## src/rtl/pid_pkg.sv

```systemverilog
// Shared defaults and helpers for the pid_param controller slice.
package pid_pkg;

    localparam int DEF_ERR_W    = 13;
    localparam int DEF_OUT_W    = 12;
    localparam int DEF_INT_W    = 18;
    localparam int DEF_D_DEPTH  = 3;
    localparam int DEF_D_SAT_W  = 9;
    localparam int DEF_KD_SHIFT = 1;

    // Decimator: full period uses all DEC_W bits, FAST_SIM only the low bits.
    localparam int DEC_W      = 20;
    localparam int DEC_FAST_W = 15;

    // Largest / smallest value of a w-bit two's complement number.
    function automatic int sat_max(input int w);
        return (1 << (w - 1)) - 1;
    endfunction

    function automatic int sat_min(input int w);
        return -(1 << (w - 1));
    endfunction

    localparam int DEF_D_SAT_MAX = sat_max(DEF_D_SAT_W);
    localparam int DEF_D_SAT_MIN = sat_min(DEF_D_SAT_W);

endpackage

```

## src/rtl/pid_sat.sv

```systemverilog
// Signed saturation from IN_W bits down to OUT_W bits.
module pid_sat
    import pid_pkg::*;
#(
    parameter int IN_W  = DEF_ERR_W,
    parameter int OUT_W = DEF_D_SAT_W
) (
    input  logic signed [IN_W-1:0]  in_i,
    output logic signed [OUT_W-1:0] out_o
);

    localparam logic signed [IN_W-1:0] HI = IN_W'(sat_max(OUT_W));
    localparam logic signed [IN_W-1:0] LO = IN_W'(sat_min(OUT_W));

    // Clamp to the representable OUT_W range, otherwise pass the low bits.
    always_comb begin
        out_o = in_i[OUT_W-1:0];
        if (in_i > HI) begin
            out_o = HI[OUT_W-1:0];
        end else if (in_i < LO) begin
            out_o = LO[OUT_W-1:0];
        end
    end

endmodule

```

## src/rtl/pid_param.sv

```systemverilog
// Decimated PID drive: P + I + D, clipped to an unsigned OUT_W magnitude.
module pid_param
    import pid_pkg::*;
#(
    parameter int ERR_W    = DEF_ERR_W,
    parameter int OUT_W    = DEF_OUT_W,
    parameter int INT_W    = DEF_INT_W,
    parameter int D_DEPTH  = DEF_D_DEPTH,
    parameter int D_SAT_W  = DEF_D_SAT_W,
    parameter int KD_SHIFT = DEF_KD_SHIFT,
    parameter int FAST_SIM = 0
) (
    input  logic                    clk,
    input  logic                    rst_n,
    input  logic signed [ERR_W-1:0] error,
    input  logic                    not_pedaling,
    input  logic                    freeze_int,
    output logic [OUT_W-1:0]        drv_mag,
    output logic                    drv_vld
);

    localparam int SUM_W = ERR_W + 2;
    localparam logic signed [SUM_W-1:0] MAG_MAX = SUM_W'((1 << OUT_W) - 1);

    logic [DEC_W-1:0]        dec_q;
    logic                    tick;
    logic [INT_W-1:0]        int_q, int_d, int_sum;
    logic signed [ERR_W-1:0] hist_q [D_DEPTH];
    logic signed [ERR_W-1:0] d_diff;
    logic signed [D_SAT_W-1:0] d_sat;
    logic signed [SUM_W-1:0] p_d, i_d, d_d;
    logic signed [SUM_W-1:0] p_q, i_q, d_q;
    logic signed [SUM_W-1:0] sum;
    logic [OUT_W-1:0]        mag_d, mag_q;
    logic [1:0]              vld_q;

    assign tick = (FAST_SIM != 0) ? (&dec_q[DEC_FAST_W-1:0]) : (&dec_q);

    // Free-running decimator, wraps naturally after all-ones.
    always_ff @(posedge clk or negedge rst_n) begin
        if (!rst_n) dec_q <= '0;
        else        dec_q <= dec_q + DEC_W'(1);
    end

    // Integrator next state: clear beats hold beats tick; sum clamps to [0, max].
    // The integrator is never negative, so a set sign bit means either the sum
    // went below zero (bit INT_W-2 clear) or overflowed upward (bit INT_W-2 set).
    always_comb begin
        int_sum = int_q + INT_W'(error);
        int_d   = int_q;
        if (not_pedaling) begin
            int_d = '0;
        end else if (!freeze_int && tick) begin
            if (int_sum[INT_W-1]) int_d = int_q[INT_W-2] ? {1'b0, {(INT_W-1){1'b1}}} : '0;
            else                  int_d = int_sum;
        end
    end

    // Integrator register.
    always_ff @(posedge clk or negedge rst_n) begin
        if (!rst_n) int_q <= '0;
        else        int_q <= int_d;
    end

    // Error history, shifted on each tick; the last entry is the oldest sample.
    always_ff @(posedge clk or negedge rst_n) begin
        if (!rst_n) begin
            for (int unsigned k = 0; k < D_DEPTH; k++) hist_q[k] <= '0;
        end else if (tick) begin
            hist_q[0] <= error;
            for (int unsigned k = 1; k < D_DEPTH; k++) hist_q[k] <= hist_q[k-1];
        end
    end

    assign d_diff = error - hist_q[D_DEPTH-1];

    pid_sat #(
        .IN_W  (ERR_W),
        .OUT_W (D_SAT_W)
    ) u_dsat (
        .in_i  (d_diff),
        .out_o (d_sat)
    );

    // Term formation at the common sum width.
    always_comb begin
        p_d = SUM_W'(error);
        i_d = SUM_W'(int_q[INT_W-2 -: OUT_W]);
        d_d = SUM_W'(d_sat) <<< KD_SHIFT;
    end

    // Stage 1: register the three terms every cycle.
    always_ff @(posedge clk or negedge rst_n) begin
        if (!rst_n) begin
            p_q <= '0;
            i_q <= '0;
            d_q <= '0;
        end else begin
            p_q <= p_d;
            i_q <= i_d;
            d_q <= d_d;
        end
    end

    // Sum and clip to the unsigned drive range.
    always_comb begin
        sum = p_q + i_q + d_q;
        if (sum[SUM_W-1])     mag_d = '0;
        else if (sum > MAG_MAX) mag_d = '1;
        else                  mag_d = sum[OUT_W-1:0];
    end

    // Stage 2 result register and tick-aligned valid shift register.
    always_ff @(posedge clk or negedge rst_n) begin
        if (!rst_n) begin
            mag_q <= '0;
            vld_q <= '0;
        end else begin
            mag_q <= mag_d;
            vld_q <= {vld_q[0], tick};
        end
    end

    assign drv_mag = mag_q;
    assign drv_vld = vld_q[1];

endmodule

```

## config.mk

```make
export PLATFORM = sky130hd
export DESIGN_NAME = pid_param
export DESIGN_NICKNAME = d
export VERILOG_FILES = /design/src/rtl/pid_pkg.sv /design/src/rtl/pid_sat.sv /design/src/rtl/pid_param.sv
export SDC_FILE = /design/constraint.sdc
export NUM_CORES = 1
export LEC_CHECK = 0
export BUFFER_PORTS_ARGS = -buffer_cell sky130_fd_sc_hd__buf_2
export CORE_MARGIN = 2
export CORE_UTILIZATION = 62
export CTS_CLUSTER_SIZE = 16
export DETAILED_ROUTE_END_ITERATION = 6
export PLACE_DENSITY = 0.8
export SLEW_MARGIN = 20
export SYNTH_ARGS = -nofsm -noshare
export SYNTH_HDL_FRONTEND = slang
export SYNTH_SLANG_ARGS = --single-unit
export TNS_END_PERCENT = 30
```

## constraint.sdc

```tcl
create_clock -name clk -period 10.4 [get_ports clk]
set_input_delay 2.08 -clock clk [delete_from_list [all_inputs] [get_ports clk]]
set_output_delay 2.08 -clock clk [all_outputs]
set_load 0.03 [all_outputs]
```

### Yosys cells after proc, flatten, opt, wreduce, memory -nomap -nowiden

Index checks and enable logic that the tools add are counted.

* register bits after elaboration: 125
* input bits: 17
* word-level logic and storage cells: 30

* add/sub/neg operators: 5
* $lt $le $gt $ge: 3
* multiplexer cells: 8
* reductions and logical operators: 4

Operators with widths (number)
* 2-to-1 mux 18 bit: 2
* 2-to-1 mux 17 bit: 2
* 2-to-1 mux 12 bit: 2
* adder 20 x 1 -> 20 bit (second input constant): 1
* AND reduction 20 bit: 1
* adder 18 bit: 1
* 2-to-1 mux 9 bit: 2
* adder 14 x 10 -> 15 bit: 1
* greater-than comparator 15 x 13 -> 1 bit (second input constant): 1
* adder 13 x 13 -> 14 bit: 1
* greater-than comparator 13 x 9 -> 1 bit (second input constant): 1
* < comparator 13 x 9 -> 1 bit (second input constant): 1
* subtractor 13 bit: 1
* nonzero test 2 bit: 1
* logical AND 1 bit: 1
* logical NOT 1 bit: 1

### Logic depth before layout (Yosys ltp)

* depth in word-level cells: 5
* mapped depth: 12
* mapped depth without buffers: 12

### Modules after synthesis

From an unflattened synthesis, not the netlist that was laid out.

* cell total of the unflattened synthesis: 673
* area, all modules: 6764.0 sq um

Modules (own cells, without submodules)
* pid_param: instances 1, cells each 640, area each 6531.3 sq um
* pid_sat: instances 1, cells each 33, area each 232.7 sq um

### Least setup slack after synthesis

Ideal clock, no wire load.

* path kind: input -> register
* start point: input error[0]
* end point: register d_q[3]
* data arrival time: 4101 ps
* required time: 10253 ps
* setup slack: 6151 ps
* stages: 12
* cells stage by stage: inv_1 > ha_1 > inv_1 > fa_1 > a21oi_1 > o2111ai_1 > a21oi_1 > o21ai_0 > a21oi_1 > xnor2_1 > a41oi_1 > o21ai_0

* cells in the longest elaborated chain, start to end: 4
* elaborated cells on any way between the ends: 5
* those cells by class: 1 x add/sub; 2 x order compare; 2 x mux

Ends and longest elaborated chain
* from (decl): RTL line pid_param.sv:15 `input logic signed [ERR_W-1:0] error,`
* subtractor 13 bit *: RTL line pid_param.sv:75 `assign d_diff = error - hist_q[D_DEPTH-1];`
* < comparator 13 x 9 -> 1 bit: RTL line pid_sat.sv:20 `end else if (in_i < LO) begin`
* 2-to-1 mux 9 bit: RTL line pid_sat.sv:20
* 2-to-1 mux 9 bit *: RTL line pid_sat.sv:18 `if (in_i > HI) begin`
* via d_sat[2]: RTL line pid_param.sv:30 `logic signed [D_SAT_W-1:0] d_sat;`
* to (signal assigned): RTL line pid_param.sv:97 `d_q <= '0;`
* to (signal assigned): RTL line pid_param.sv:101 `d_q <= d_d;`
* to (decl): RTL line pid_param.sv:32 `logic signed [SUM_W-1:0] p_q, i_q, d_q;`

The timed path passes the listed nets; every way through them passes the cells marked *.
A chain may end at the register's enable or synchronous reset.

### Final worst setup path

* start point: input error[0]
* end point: register d_q[8]

Same word-level chain as after synthesis.

==> impl_metrics.json <==
{
  "synth_edf_count": 0,
  "tightestPinTransition_ns": 0.9664,
  "die_w_um": 107.7,
  "die_h_um": 107.7,
  "fin_crit_ns": 4.702,
  "port_buffers": 29,
  "rows": 37,
  "final.fill_count": 738,
  "grt_use_met3_pct": 5.993,
  "syn_to_final_growth_pct": 13.02,
  "p_per_area_nw_per_um2": 185.9,
  "worstPathCellList": "buf_2, inv_1, ha_1, inv_1, fa_1, a21oi_1, o2111ai_1, a21oi_1, o21ai_0, a21oi_1, xnor2_1, a41oi_1, o21ai_0",
  "p_leak_nw": 3.646,
  "finalWirelength_mm": 13.12,
  "fin_util_pct": 72.71,
  "numCtsBuffers": 17,
  "cts_root_buf": "clkbuf_8",
  "cp-start-kind": "input port",
  "slowest_stage": "a41oi_1",
  "drc_errors": 0,
  "ctsHoldBuffers": 0,
  "cp.arrival_ns": 5.07,
  "htreeDepth": 4,
  "reg2regPathDepth": 11,
  "slew_violations": 0,
  "finalWorstSetupSlack_ns": 5.698,
  "nets": 733,
  "grt_usage_pct": 25.00,
  "worstPathRequired_ns": 10.77,
  "grtUsageMet2_pct": 41.91,
  "async_flop_share_pct": 100.0,
  "wl_per_cell_um": 16.28,
  "ir_drop_mv": 0.1344,
  "fmaxAchievable_ghz": 0.2127,
  "drive_gt1_share_pct": 18.36,
  "n_antenna_cell": 0,
  "met1_usage_pct": 31.32,
  "gp_congestion": 0.9042,
  "ys_types": 64,
  "num_vias": 4602,
  "path_common_cell": "a21oi_1",
  "tritoncts": "done",
  "fin_crit_sh_pct": 45.21,
  "syn-num-nets": 697,
  "drt_first_pass_iters": 5,
  "rsz0062_at_grt": "no",
  "critPathCaptureType": "register",
  "setup_viol": 0,
  "grt_pass1_wl_mm": 22.21,
  "synth.top_cell.area_share_pct": 46.51,
  "clock_skew_ns": 0.005398,
  "synth_top_area_cell": "dfrtp_1",
  "hold_path.class": "reg2reg",
  "path_max_fanout": 8,
  "grt_max_degree": 84,
  "slew_headroom_pct": 35.27,
  "path_class": "in2reg",
  "design.die.area_um2": 11610,
  "top_usage_layer": "met2",
  "coreArea_um2": 10370,
  "clk_latency_ns": 0.53,
  "pin_count": 30,
  "ctsResizeCount": 0,
  "status": "finished clean",
  "ys_warn_count": 0,
  "syn_inst": 621,
  "synthesis.area_um2": 6671,
  "setup_tns_ns": 0,
  "maxCapViolCount": 0,
  "vias_per_cell": 5.710,
  "clkSlewWorstSetupHoldPaths_ns": 0.06,
  "syn_area_per_cell_um2": 10.74,
  "post_cts_buffers": 0,
  "ys.flop_type": "dfrtp_1",
  "floorplan.initialDensity_pct": 64.33,
  "finalPower_mw": 1.401,
  "ys_ff_latch": 124,
  "slowest_delay_ns": 0.62,
  "dpl.hpwl_mm": 9.477,
  "grt_pass1_vias": 4633,
  "grt_overflow": 0,
  "regArea_um2": 3103,
  "first_iter_violations": 311,
  "antenna_found_initial": 0,
  "antenna_left": 0,
  "cts.sinks": 124,
  "synth.area.top_cells": "dfrtp_1 (47%), ha_1 (8.4%), mux2_2 (4.7%)",
  "ys_seq_area_share_pct": 46.51,
  "hold_violations": 0,
  "dpl_worst_slack_ns": 5.248,
  "multi_input_area_um2": 3354,
  "holdPathStages": 0,
  "clk_path_buf_depth": 2
}
-- per-layer routing --
layer	vias up	wire length, µm
met2	83	6519
li1	2247	-
met4	0	322
met1	2246	5805
met3	26	475
met5	-	0
-- final cells by class --
cell class / count / area share, %
Timing Repair Buffer: 31 / 2.207
Sequential cell: 124 / 41.16
Inverter: 38 / 1.892
Clock buffer: 17 / 5.493
Clock inverter: 15 / 2.506
Multi-Input combinational cell: 445 / 44.49
Tap cell: 136 / 2.257
-- stage by stage --
step | cells | cell area [µm²] | hold slack, ns
after global routing | 806 | 7540 | 0.3883
after CTS | 806 | 7536 | 0.3796
after detailed placement | 774 | 6933 | 0.3614
final | 806 | 7540 | 0.3701
after global placement | 774 | 6933 | 0.3334
after floorplan | 621 | 6671 | 0.3312
-- synth_stat cells, types with 10 or more instances --
master,count
inv_1,37
mux2_2,28
o21ai_0,50
nand3_2,10
nor2_1,41
ha_1,45
nand2_1,63
nand3_1,19
fa_1,14
a21oi_1,27
xor2_1,14
dfrtp_1,124
xnor2_1,32
-- critical path, delay by kind of cell --
kind / cells / cell delay, ns
AOI/OAI and AO/OA: 7 / 2.00
xor gates and xnor gates: 1 / 0.15
adders and majority gates: 2 / 0.57
buffers and inverters: 3 / 0.26
-- cells in the final DEF (no fill, tap or decap), types with 3 or more instances in the layout --
cell type,synthesis,routed
a211oi_1,5,5
a21o_1,5,5
a21oi_1,27,27
a31oi_1,5,5
and3_1,7,7
buf_2,3,28
bufinv_16,0,3
clkbuf_16,0,16
clkinv_4,0,4
clkinvlp_4,0,4
dfrtp_1,124,124
fa_1,14,14
ha_1,45,45
inv_1,37,37
mux2_2,28,28
nand2_1,63,63
nand2b_1,3,3
nand3_1,19,19
nand3_2,10,10
nand3b_1,3,3
nand4_1,6,6
nor2_1,41,41
nor2b_1,4,4
nor3_1,4,4
o2111ai_1,3,3
o211ai_1,3,3
o21a_1,3,3
o21ai_0,50,50
o21ai_1,3,3
xnor2_1,32,32
xor2_1,14,14
-- cells by family after synthesis --
family                     count (synthesis)  synth area share (%)
xor gates and xnor gates                  46                 6.039
DFF                                      124                 46.51
AOI/OAI and AO/OA                        131                 13.17
buffers and inverters                     52                 3.207
adders and majority gates                 59                 12.64
muxes                                     30                 5.026
and+or+nand+nor                          179                 13.41
-- worst paths after layout --
| check | slack, ns | endpoint | from |
|---|---|---|---|
| worst max-delay path | 5.70 | d_q[8] | error[0] |
| worst min-delay path | 0.37 | vld_q[1] | vld_q[0] |
| worst max register to register | 6.75 | drv_mag[11] | p_q[1] |
| worst min register to register | 0.37 | vld_q[1] | vld_q[0] |
| max in group asynchronous | 7.77 | int_q[13] | rst_n |
| min in group asynchronous | 1.52 | drv_mag[7] | rst_n |
-- flip-flops by register name (all words and copies together), names as in the netlist --
name     cells
d_q          9
dec_q       20
drv_mag     12
hist_q      39
i_q         12
int_q       17
p_q         13
vld_q        2
-- power by group --
| part | internal [mW] | switching [mW] | leakage [nW] |
|---|---|---|---|
| Clock | 0.368 | 0.227 | 0.283 |
| Combinational | 0.101 | 0.181 | 1.73 |
| Sequential | 0.513 | 0.0100 | 1.63 |
| Total | 0.983 | 0.418 | 3.65 |
(Power assumes the default switching activity.)
